$ cat src/rtl/dmem_arbiter.sv
// Two-requester data-memory arbiter: round-robin grant, one access per 3 cycles,
// misaligned accesses answered with an error instead of reaching memory.
module dmem_arbiter #(
    parameter int ADDR_W = 32,
    parameter int DATA_W = 32
) (
    input  logic              clk,
    input  logic              rst,
    input  logic [1:0]        req_i,
    input  logic [1:0]        we_i,
    input  logic [ADDR_W-1:0] addr0_i,
    input  logic [ADDR_W-1:0] addr1_i,
    input  logic [DATA_W-1:0] wdata0_i,
    input  logic [DATA_W-1:0] wdata1_i,
    output logic [1:0]        gnt_o,
    output logic [1:0]        rvalid_o,
    output logic [DATA_W-1:0] rdata_o,
    output logic              err_o,
    output logic              busy_o,
    output logic              mem_read_o,
    output logic              mem_write_o,
    output logic [ADDR_W-1:0] mem_addr_o,
    output logic [DATA_W-1:0] mem_wdata_o,
    input  logic [DATA_W-1:0] mem_rdata_i
);

    typedef enum logic [1:0] {
        S_IDLE   = 2'd0,
        S_ACCESS = 2'd1,
        S_RESP   = 2'd2
    } state_t;

    state_t            r_state;
    logic              r_last_gnt;
    logic              r_id;
    logic              r_err;
    logic              r_mem_read;
    logic              r_mem_write;
    logic [ADDR_W-1:0] r_mem_addr;
    logic [DATA_W-1:0] r_mem_wdata;
    logic [1:0]        r_rvalid;
    logic [DATA_W-1:0] r_rdata;
    logic              r_err_o;

    logic [1:0]        w_gnt;
    logic              w_sel;
    logic              w_sel_we;
    logic [ADDR_W-1:0] w_sel_addr;
    logic [DATA_W-1:0] w_sel_wdata;
    logic              w_sel_mis;

    function automatic logic is_misaligned(input logic [1:0] low_bits);
        return (low_bits != 2'b00);
    endfunction

    // Grant decode: only in IDLE and never while reset is held.
    always_comb begin
        w_gnt = 2'b00;
        if (!rst && (r_state == S_IDLE)) begin
            case (req_i)
                2'b01:   w_gnt = 2'b01;
                2'b10:   w_gnt = 2'b10;
                2'b11:   w_gnt = r_last_gnt ? 2'b01 : 2'b10;
                default: w_gnt = 2'b00;
            endcase
        end else begin
            w_gnt = 2'b00;
        end
    end

    // Select the winning requester's attributes.
    always_comb begin
        w_sel       = w_gnt[1];
        w_sel_we    = w_sel ? we_i[1]  : we_i[0];
        w_sel_addr  = w_sel ? addr1_i  : addr0_i;
        w_sel_wdata = w_sel ? wdata1_i : wdata0_i;
        w_sel_mis   = is_misaligned(w_sel_addr[1:0]);
    end

    // Transaction FSM; memory strobes and response fields are registered so
    // they are valid for exactly the ACCESS and RESP cycles respectively.
    always_ff @(posedge clk or posedge rst) begin
        if (rst) begin
            r_state     <= S_IDLE;
            r_last_gnt  <= 1'b1;
            r_id        <= 1'b0;
            r_err       <= 1'b0;
            r_mem_read  <= 1'b0;
            r_mem_write <= 1'b0;
            r_mem_addr  <= '0;
            r_mem_wdata <= '0;
            r_rvalid    <= 2'b00;
            r_rdata     <= '0;
            r_err_o     <= 1'b0;
        end else begin
            case (r_state)
                S_IDLE: begin
                    if (w_gnt != 2'b00) begin
                        r_id  <= w_sel;
                        r_err <= w_sel_mis;
                        if (!w_sel_mis) begin
                            r_mem_read  <= ~w_sel_we;
                            r_mem_write <= w_sel_we;
                            r_mem_addr  <= w_sel_addr;
                            r_mem_wdata <= w_sel_wdata;
                        end else begin
                            r_mem_read  <= 1'b0;
                            r_mem_write <= 1'b0;
                            r_mem_addr  <= '0;
                            r_mem_wdata <= '0;
                        end
                        r_state <= S_ACCESS;
                    end else begin
                        r_state <= S_IDLE;
                    end
                end
                S_ACCESS: begin
                    r_mem_read  <= 1'b0;
                    r_mem_write <= 1'b0;
                    r_mem_addr  <= '0;
                    r_mem_wdata <= '0;
                    r_rvalid    <= r_id ? 2'b10 : 2'b01;
                    // Stores and misaligned accesses return zero data.
                    r_rdata     <= r_mem_read ? mem_rdata_i : '0;
                    r_err_o     <= r_err;
                    r_state     <= S_RESP;
                end
                S_RESP: begin
                    r_rvalid   <= 2'b00;
                    r_rdata    <= '0;
                    r_err_o    <= 1'b0;
                    r_last_gnt <= r_id;
                    r_state    <= S_IDLE;
                end
                default: begin
                    r_mem_read  <= 1'b0;
                    r_mem_write <= 1'b0;
                    r_mem_addr  <= '0;
                    r_mem_wdata <= '0;
                    r_rvalid    <= 2'b00;
                    r_rdata     <= '0;
                    r_err_o     <= 1'b0;
                    r_state     <= S_IDLE;
                end
            endcase
        end
    end

    assign gnt_o       = w_gnt;
    assign rvalid_o    = r_rvalid;
    assign rdata_o     = r_rdata;
    assign err_o       = r_err_o;
    assign busy_o      = (r_state != S_IDLE);
    assign mem_read_o  = r_mem_read;
    assign mem_write_o = r_mem_write;
    assign mem_addr_o  = r_mem_addr;
    assign mem_wdata_o = r_mem_wdata;

endmodule

$ cat config.mk
export PLATFORM = sky130hd
export DESIGN_NAME = dmem_arbiter
export DESIGN_NICKNAME = d
export VERILOG_FILES = /design/src/rtl/dmem_arbiter.sv
export SDC_FILE = /design/constraint.sdc
export NUM_CORES = 1
export LEC_CHECK = 0
export ABC_AREA = 1
export BUFFER_PORTS_ARGS = -buffer_cell sky130_fd_sc_hd__buf_2
export CAP_MARGIN = 0
export CORE_MARGIN = 2
export CORE_UTILIZATION = 35
export CTS_CLUSTER_DIAMETER = 40
export DETAILED_ROUTE_END_ITERATION = 8
export PLACE_DENSITY = 0.73
export SLEW_MARGIN = 20
export SYNTH_ARGS = -nofsm -noshare
export SYNTH_HDL_FRONTEND = slang
export SYNTH_SLANG_ARGS = --single-unit
$ cat constraint.sdc
create_clock -name clk -period 4.1 [get_ports clk]
set_clock_uncertainty 0.05 [all_clocks]
set_input_delay 0 -clock clk [delete_from_list [all_inputs] [get_ports clk]]
set_output_delay 0 -clock clk [all_outputs]
set_load 0.005 [all_outputs]
==> results of run 1 <==
==> path summary, 6_finish.rpt <==
check	end	slack (ns)	cells after the start
setup / recovery	mem_addr_o[22]	1.14	12
max in group asynchronous	mem_wdata_o[31]	2.53	4
hold / removal	mem_wdata_o[16]	0.01	7
hold reg to reg	rvalid_o[0]	0.41	1
setup reg to reg	mem_addr_o[22]	1.41	10
min in group asynchronous	err_o	0.25	3
==> Yosys cell counts <==
master and count:
sky130_fd_sc_hd__a211oi_1 1, sky130_fd_sc_hd__a21oi_1 1, sky130_fd_sc_hd__a21oi_2 1, sky130_fd_sc_hd__a21oi_4 1, sky130_fd_sc_hd__a31oi_1 1, sky130_fd_sc_hd__a32o_1 32
sky130_fd_sc_hd__buf_1 5, sky130_fd_sc_hd__buf_2 20, sky130_fd_sc_hd__buf_4 1, sky130_fd_sc_hd__buf_6 5, sky130_fd_sc_hd__clkbuf_1 13, sky130_fd_sc_hd__dfrtp_1 105
sky130_fd_sc_hd__dfstp_2 1, sky130_fd_sc_hd__inv_1 137, sky130_fd_sc_hd__inv_2 1, sky130_fd_sc_hd__nand2_1 392, sky130_fd_sc_hd__nand2_2 1, sky130_fd_sc_hd__nand3_1 2
sky130_fd_sc_hd__nor2_1 71, sky130_fd_sc_hd__nor2_4 1, sky130_fd_sc_hd__o21ai_0 5, sky130_fd_sc_hd__o21ai_1 1
==> critical path: cells and delay by family <==
| kind | cells | cell delay [ns] |
|---|---|---|
| buffers and inverters | 5 | 1.93 |
| AND/OR/NAND/NOR | 7 | 1.16 |
==> flip-flops by register name (all words and copies together) (netlist names) <==
| signal | cells |
|---|---|
| r_last_gnt | 1 |
| mem_addr_o | 32 |
| rdata_o | 32 |
| mem_read_o | 1 |
| mem_write_o | 1 |
| r_state | 2 |
| err_o | 1 |
| mem_wdata_o | 32 |
| r_err | 1 |
| rvalid_o | 2 |
| r_id | 1 |
==> cell type report <==
class                           instances  area (sq um)  share of cell area
Clock buffer                           10         239.0             0.02836
Clock inverter                          6         55.05            0.006532
Inverter                              138         520.5             0.06176
Multi-Input combinational cell        510          2190              0.2598
Sequential cell                       106          2654              0.3149
Tap cell                              216         270.3             0.03207
Timing Repair Buffer                  383          2500              0.2966
==> placed cells by master (no fill, tap or decap), drive strengths merged, types with 2 or more instances in the layout <==
cell         count
dlygate4sd3    109
o21ai            6
buf            274
dfrtp          105
inv            143
nand2          393
clkbuf          10
a32o            32
nand3            2
a21oi            3
nor2            72
==> per-layer routing <==
| metal | share of wire | global-route usage |
|---|---|---|
| met5 | 0 | 0 |
| met2 | 0.50 | 0.3422 |
| met3 | 0.062 | 0.03444 |
| met1 | 0.41 | 0.2195 |
| met4 | 0.031 | 0.09551 |
==> power by group through the flow <==
stage	Sequential (W)	Combinational [W]	Clock [W]
2_1_floorplan	0.00123	0.000364	0
3_3_place_gp	0.00123	0.000609	0
3_5_place_dp	0.00123	0.000622	0
4_1_cts	0.00122	0.000726	0.000886
5_1_grt	0.00123	0.000813	0.000923
6_report	0.00122	0.000724	0.000857
==> cell families after synthesis <==
kind of cell,count (synthesis),share of synthesized area
flops,106,0.4771
compound gates,43,0.07085
simple gates,467,0.3174
buf+inv,182,0.1347
==> per-stage QoR <==
step,util,std cells,hold WS [ns]
3_3_place_gp,0.4479,1244,0.08260
4_1_cts,0.5364,1369,0.0003278
2_1_floorplan,-,798,0.1205
3_5_place_dp,0.4482,1244,0.08525
6_report,0.5364,1369,0.01303
5_1_grt,0.5364,1369,0.02210
==> Implementation_results.wiki, run 1 <==
{| class="wikitable"
! Metric !! Value
|-
| Via count of the first global-routing pass || 5667
|-
| Library cells used by synthesis || 22
|-
| Cell chain of the critical path || dlygate4sd3_1 > buf_2 > inv_4 > nand2_2 > nor2_4 > buf_12 > nand2_1 > nand2_1 > dlygate4sd3_1 > nor2_1 > nand2_1 > nand2_1
|-
| Via density per instance || 4.436
|-
| Total chip power || 0.002799 W
|-
| Number of nets in the synthesized netlist || 964
|-
| Req. time, crit path || 4.29 ns
|-
| Cell Area, Synth || 5563 sq um
|-
| Setup repair after global routing missed its margin || false
|-
| Pre-CTS worst setup slack || 1.553 ns
|-
| Overall routing resource usage || 0.1913
|-
| Die ar. || 16920 sq um
|-
| Number of fill cells in the layout || 1459
|-
| Number of buffers on the longest clock path || 2
|-
| DRC violations left || 0
|-
| Maximum fanout count along the critical path || 47
|-
| Delay of the slowest cell on the worst path || 0.63 ns
|-
| Number of setup violations in the final report || 0
|-
| Largest net degree at the start of global routing || 130
|-
| First-pass GRT wire length || 25920 microns
|-
| Seq/Total Area, Yosys || 0.4771
|-
| Total wirelength of the detailed-routed design || 16880 microns
|-
| Least setup slack across all paths after layout || 1.141 ns
|-
| Number of rows in the core area || 46
|-
| Peak ir drop on the vdd network || 180.8 uV
|-
| Endpoint kind of the worst setup timing path || register
|-
| Ys Warns || 0
|-
| Most numerous cell on the critical path || sky130_fd_sc_hd__nand2_1
|-
| Final max-slew violation count || 0
|-
| Area of the core || 15710 sq um
|-
| Portion of total power attributed to combinational logic || 0.259
|-
| Final estimated routing congestion in global placement || 0.7729
|-
| Cell-internal power || 0.001924 W
|-
| Buffers on Ports || 269
|-
| Fraction of final layout cells sized beyond drive strength 1 || 0.2602
|-
| Total net switching power || 0.0008747 W
|-
| Initial detailed-routing violation count || 259
|-
| I/O pin cnt || 270
|-
| DR pass1 iterations || 5
|-
| Antenna-violating nets left || 0
|-
| Final critical delay including setup and external delays || 2.959 ns
|-
| Slew headroom || 0.2794
|-
| Endpoint arrival time on the critical path || 3.15 ns
|-
| Clock tree from TritonCTS || built
|-
| Total via count after detailed routing || 6073
|-
| Avg Cell Area, Syn || 6.971 sq um
|-
| Post-CTS sizing || 0
|-
| Antenna violations before repair || 0
|-
| Launching instance or port of the critical path || rst
|-
| Number of synthesized register bits || 106
|-
| Launch point of the worst reg-to-reg path || r_state[0]
|-
| Power per unit of standard cell area || 332.1 nW/um^2
|-
| Status || finished clean
|-
| Cts hold-fix bufs || 109
|-
| Post-layout nets || 1314
|-
| Transition time of the tightest slew-check pin || 1.081 ns
|-
| Leading area contributor after synthesis || sky130_fd_sc_hd__dfrtp_1
|-
| Post-synth top area share || 0.4723
|-
| Detailed-route wire length per cell || 12.33 microns
|-
| Leakage power figure || 5.341 nW
|-
| Depth of the CTS H-tree || 3
|-
| Worst-path clk slew || 0.08 ns
|-
| Vertical die dimension || 130.1 microns
|-
| Cell at the slowest stage of the critical path || sky130_fd_sc_hd__nor2_4
|-
| Summed negative setup slack over all endpoints || 0 ns
|-
| Startpoint kind of the worst setup timing path || input pin
|-
| Min-Delay Path Class || input pin to register
|-
| Kind of critical path || input pin to register
|-
| HPWL Detailed || 10640 microns
|-
| Antenna Diode Count || 0
|-
| Starting density of the core || 0.3540
|-
| Clock latency at the later pin of the worst-skew pair || 0.35 ns
|-
| Portion of total power attributed to sequential cells || 0.435
|-
| Largest cells by area after synthesis || sky130_fd_sc_hd__dfrtp_1 47%, sky130_fd_sc_hd__nand2_1 26%, sky130_fd_sc_hd__inv_1 9.2%, sky130_fd_sc_hd__a32o_1 5.8%, sky130_fd_sc_hd__nor2_1 4.8%
|-
| Final number of hold-violating endpoints || 0
|-
| Count of mapped cells out of synthesis || 798
|-
| Clock buffer count from CTS || 9
|-
| Die outline width || 130.1 microns
|-
| Final standard cell area without fillers || 8428 sq um
|-
| Cell at the root of the clock tree || sky130_fd_sc_hd__clkbuf_16
|-
| Max Cap Viol || 0
|-
| Remaining global-route overflow || 0
|-
| Area Overhead vs Synth || 51.51%
|-
| TritonCTS Sinks || 106
|-
| Part of the cycle the worst path needs || 0.7216
|-
| Fmax achieved || 338.0 MHz
|-
| Switching Fraction || 0.3125
|-
| Number of buffers inserted to repair setup after CTS || 0
|-
| Placed Area || 7043 sq um
|-
| Share of total power in the clock network || 0.306
|-
| Hold wc startpoint || wdata1_i[16]
|}
(Power assumes the default switching activity.)
==> run 2, diff against run 1 <==
- ABC_AREA: 1 -> 0
- PLACE_DENSITY: 0.73 -> 0.74
- clock period: 4.1 -> 2.8 ns (I/O delays scaled with it)
==> run 2 against run 1 <==
  * Combinational power increased by 140%
  * Core utilization rose by 5.4 points
  * Worst hold slack gained 0.18 ns
  * Flip-flop and latch count unchanged
  * Setup slack worse by 0.95 ns
  * Count of clock-buffer cells in the layout stayed put
  * Largest cell class is now non-clock buffers
  * Total power grew 78%
==> Implementation_results.wiki, run 2 <==
{| class="wikitable"
! Metric !! Value
|-
| Die ar. || 16160 sq um (-4.5%)
|-
| Total wirelength of the detailed-routed design || 21370 microns (+27%)
|-
| Area Overhead vs Synth || 62.92%
|-
| Detailed-route wire length per cell || 19.81 microns (+61%)
|-
| Vertical die dimension || 127.1 microns (-2.3%)
|-
| Proportion of synthesized flip-flops having asynchronous set or reset || 1.000 (unchanged)
|-
| Number of buffers on the longest clock path || 2 (unchanged)
|-
| Part of the cycle the worst path needs || 0.9329
|-
| Launching instance or port of the critical path || r_state[1]
|-
| Launch point of the worst reg-to-reg path || r_state[1]
|-
| Endpoint kind of the worst setup timing path || register
|-
| Most frequent standard cell in the layout excluding fill and tap cells || sky130_fd_sc_hd__buf_2
|-
| Number of fill cells in the layout || 1204 (-17%)
|-
| Clock latency at the later pin of the worst-skew pair || 0.35 ns (about the same)
|-
| Clock buffer count from CTS || 9 (unchanged)
|-
| Leading cell types in the layout, fill and taps excluded || 269 x sky130_fd_sc_hd__buf_2, 161 x sky130_fd_sc_hd__dlygate4sd3_1, 104 x sky130_fd_sc_hd__dfrtp_1
|-
| Initial detailed-routing violation count || 643 (+150%)
|-
| Ys Warns || 0 (unchanged)
|-
| Final Non-Filler Cells || 1079 (-21%)
|-
| Library cells used by synthesis || 32 (+45%)
|-
| Core Util, Final || 0.5902 (+0.05384)
|-
| Leakage power figure || 3.858 nW (-28%)
|-
| Number of enable-type register cells in the synthesized netlist || 0 (unchanged)
|-
| Fmax achieved || 382.8 MHz
|-
| Seq/Total Area, Yosys || 0.5002 (+0.02318)
|-
| Buffers on Ports || 269 (unchanged)
|-
| DR pass1 iterations || 7 (+2)
|-
| Largest cells by area after synthesis || sky130_fd_sc_hd__dfrtp_1 50%, sky130_fd_sc_hd__a211oi_1 9.2%, sky130_fd_sc_hd__o211ai_1 9.1%, sky130_fd_sc_hd__a31oi_1 7.5%, sky130_fd_sc_hd__nand4_1 7.4%
|-
| Fraction of final layout cells sized beyond drive strength 1 || 0.3531 (+0.09288)
|-
| Number of synthesized register bits || 106 (unchanged)
|-
| HPWL Detailed || 11510 microns (+8.2%)
|-
| Req. time, crit path || 2.98 ns (-1.31 ns)
|-
| Depth of the CTS H-tree || 3 (unchanged)
|-
| Via density per instance || 5.970 (+35%)
|-
| Total via count after detailed routing || 6442 (+6.1%)
|-
| Met2 demand-to-capacity share in global routing || 0.4250 (+0.08289)
|-
| Overall routing resource usage || 0.2554 (+0.06420)
|-
| Number of buffers inserted to repair setup after CTS || 0 (unchanged)
|-
| Synth Flop Type || sky130_fd_sc_hd__dfrtp_1
|-
| Endpoint arrival time on the critical path || 2.79 ns (-0.36 ns)
|-
| Final estimated routing congestion in global placement || 0.7652 (-1.0%)
|-
| Post-layout nets || 1057 (-20%)
|-
| Final max-slew violation count || 0 (unchanged)
|-
| Min-Delay Path Class || input pin to async pin
|-
| Final number of hold-violating endpoints || 0 (unchanged)
|-
| Max Cap Viol || 0 (unchanged)
|-
| Slew headroom || 0.4811 (+0.2017)
|-
| Peak ir drop on the vdd network || 282.8 uV (+56%)
|-
| Via count of the first global-routing pass || 6467 (+14%)
|-
| Count of mapped cells out of synthesis || 511 (-36%)
|-
| Setup repair after global routing missed its margin || false
|-
| Post-synth top area share || 0.4953 (+0.02295)
|-
| Clock tree from TritonCTS || built
|-
| Startpoint kind of the worst setup timing path || register
|-
| Antenna-violating nets left || 0 (unchanged)
|-
| Met3 track demand over resource || 0.05905 (+0.02460)
|-
| Routing layer with the top usage in global route || met2
|-
| Kind of critical path || register to register
|-
| Number of rows in the core area || 44 (-4.3%)
|-
| Antenna violations before repair || 0 (unchanged)
|-
| Count leader, synth || sky130_fd_sc_hd__dfrtp_1
|-
| Power per unit of standard cell area || 577.1 nW/um^2 (+74%)
|-
| Maximum fanout count along the critical path || 66 (+40%)
|-
| Number of setup violations in the final report || 0 (unchanged)
|-
| Most frequent cells after synthesis || 105 x sky130_fd_sc_hd__dfrtp_1, 65 x sky130_fd_sc_hd__a211oi_1, 64 x sky130_fd_sc_hd__a31oi_1, 64 x sky130_fd_sc_hd__o211ai_1, 63 x sky130_fd_sc_hd__nand4_1
|-
| First-pass GRT wire length || 33150 microns (+28%)
|-
| Met1 track utilization from global routing || 0.3124 (+0.09288)
|-
| Worst hold slack || 0.1898 ns (+0.1768 ns)
|-
| Avg Cell Area, Syn || 10.38 sq um (+49%)
|-
| Cell Area, Synth || 5305 sq um (-4.6%)
|-
| Remaining global-route overflow || 0 (unchanged)
|-
| Area of the core || 14640 sq um (-6.8%)
|-
| Starting density of the core || 0.3623 (+0.008232)
|-
| Final critical delay including setup and external delays || 2.612 ns
|-
| Total chip power || 0.004988 W (+78%)
|-
| Status || finished clean
|-
| Post-placement cell count || 903 (-27%)
|-
| Leading area contributor after synthesis || sky130_fd_sc_hd__dfrtp_1
|-
| Largest net degree at the start of global routing || 67 (-48%)
|-
| Number of nets in the synthesized netlist || 677 (-30%)
|-
| Worst-path clk slew || 0.08 ns (about the same)
|-
| TritonCTS Sinks || 106 (unchanged)
|-
| Antenna Diode Count || 0 (unchanged)
|-
| Cell at the root of the clock tree || sky130_fd_sc_hd__clkbuf_16
|-
| I/O pin cnt || 270 (unchanged)
|-
| Transition time of the tightest slew-check pin || 0.7783 ns (-0.3025 ns)
|-
| Summed negative setup slack over all endpoints || 0 ns (unchanged)
|-
| DRC violations left || 0 (unchanged)
|-
| Die outline width || 127.1 microns (-2.3%)
|}
## run 2: area by class of cell
class | count | area [sq um] | share of cell area
multi-input combinational | 319 | 2292 | 0.2652
inverter | 7 | 30.03 | 0.003474
sequential | 106 | 2655 | 0.3072
clock inverter | 5 | 37.54 | 0.004343
clock buffer | 10 | 239.0 | 0.02765
tap | 184 | 230.2 | 0.02664
timing repair buffer | 448 | 3159 | 0.3655
## run 2: worst paths after layout
| check | end | slack, ns | cells past startpoint |
|---|---|---|---|
| min in group clk | mem_read_o | 0.23 | 5 |
| min reg2reg | rdata_o[1] | 0.46 | 1 |
| max reg2reg | mem_wdata_o[16] | 0.19 | 5 |
| max in group asynchronous | mem_wdata_o[29] | 1.59 | 4 |
| max | mem_wdata_o[16] | 0.19 | 5 |
| min | r_id | 0.19 | 3 |
## run 2: what timing repair did
item | in CTS | in global routing
hold buffers | 161 | 0
hold endpoints to repair | 110 | 0
endpoints found under the setup margin | 0 | 1
gates resized for setup | 0 | 1
## run 2: cell families after synthesis
group           after synthesis  share of synthesized area
compound gates              235                     0.3248
flops                       106                     0.5002
buf+inv                      86                    0.07406
simple gates                 82                    0.09717
mux                           2                   0.003774
## run 2: routing by layer
layer	wire [microns]	vias to the layer above	share of wire
li1	-	2835	-
met1	8307	3073	0.39
met2	10320	453	0.48
met3	1966	81	0.092
met4	783	0	0.037
met5	0	-	0
## run 2: worst max-delay path: stages, from the launching register on
cell and delay (ns):
sky130_fd_sc_hd__dfrtp_1 0.59, sky130_fd_sc_hd__inv_2 0.55, sky130_fd_sc_hd__a21o_2 0.24, sky130_fd_sc_hd__buf_12 0.26
sky130_fd_sc_hd__a31oi_1 0.15, sky130_fd_sc_hd__dlygate4sd3_1 0.60
## run 2: through the flow
step / area [sq um] / setup WS, ns
4_1_cts: 8640 / 0.2018
3_5_place_dp: 6751 / 0.6990
6_report: 8643 / 0.1879
5_1_grt: 8643 / 0.09543
3_3_place_gp: 6751 / 0.7222
2_1_floorplan: 5309 / 1.250
## run 2: power breakdown
group          switching, W  internal [W]  total, W  leakage [nW]
sequential         0.000190       0.00182   0.00201          1.34
clock              0.000594      0.000629   0.00122         0.131
combinational      0.000863      0.000887   0.00175          2.38
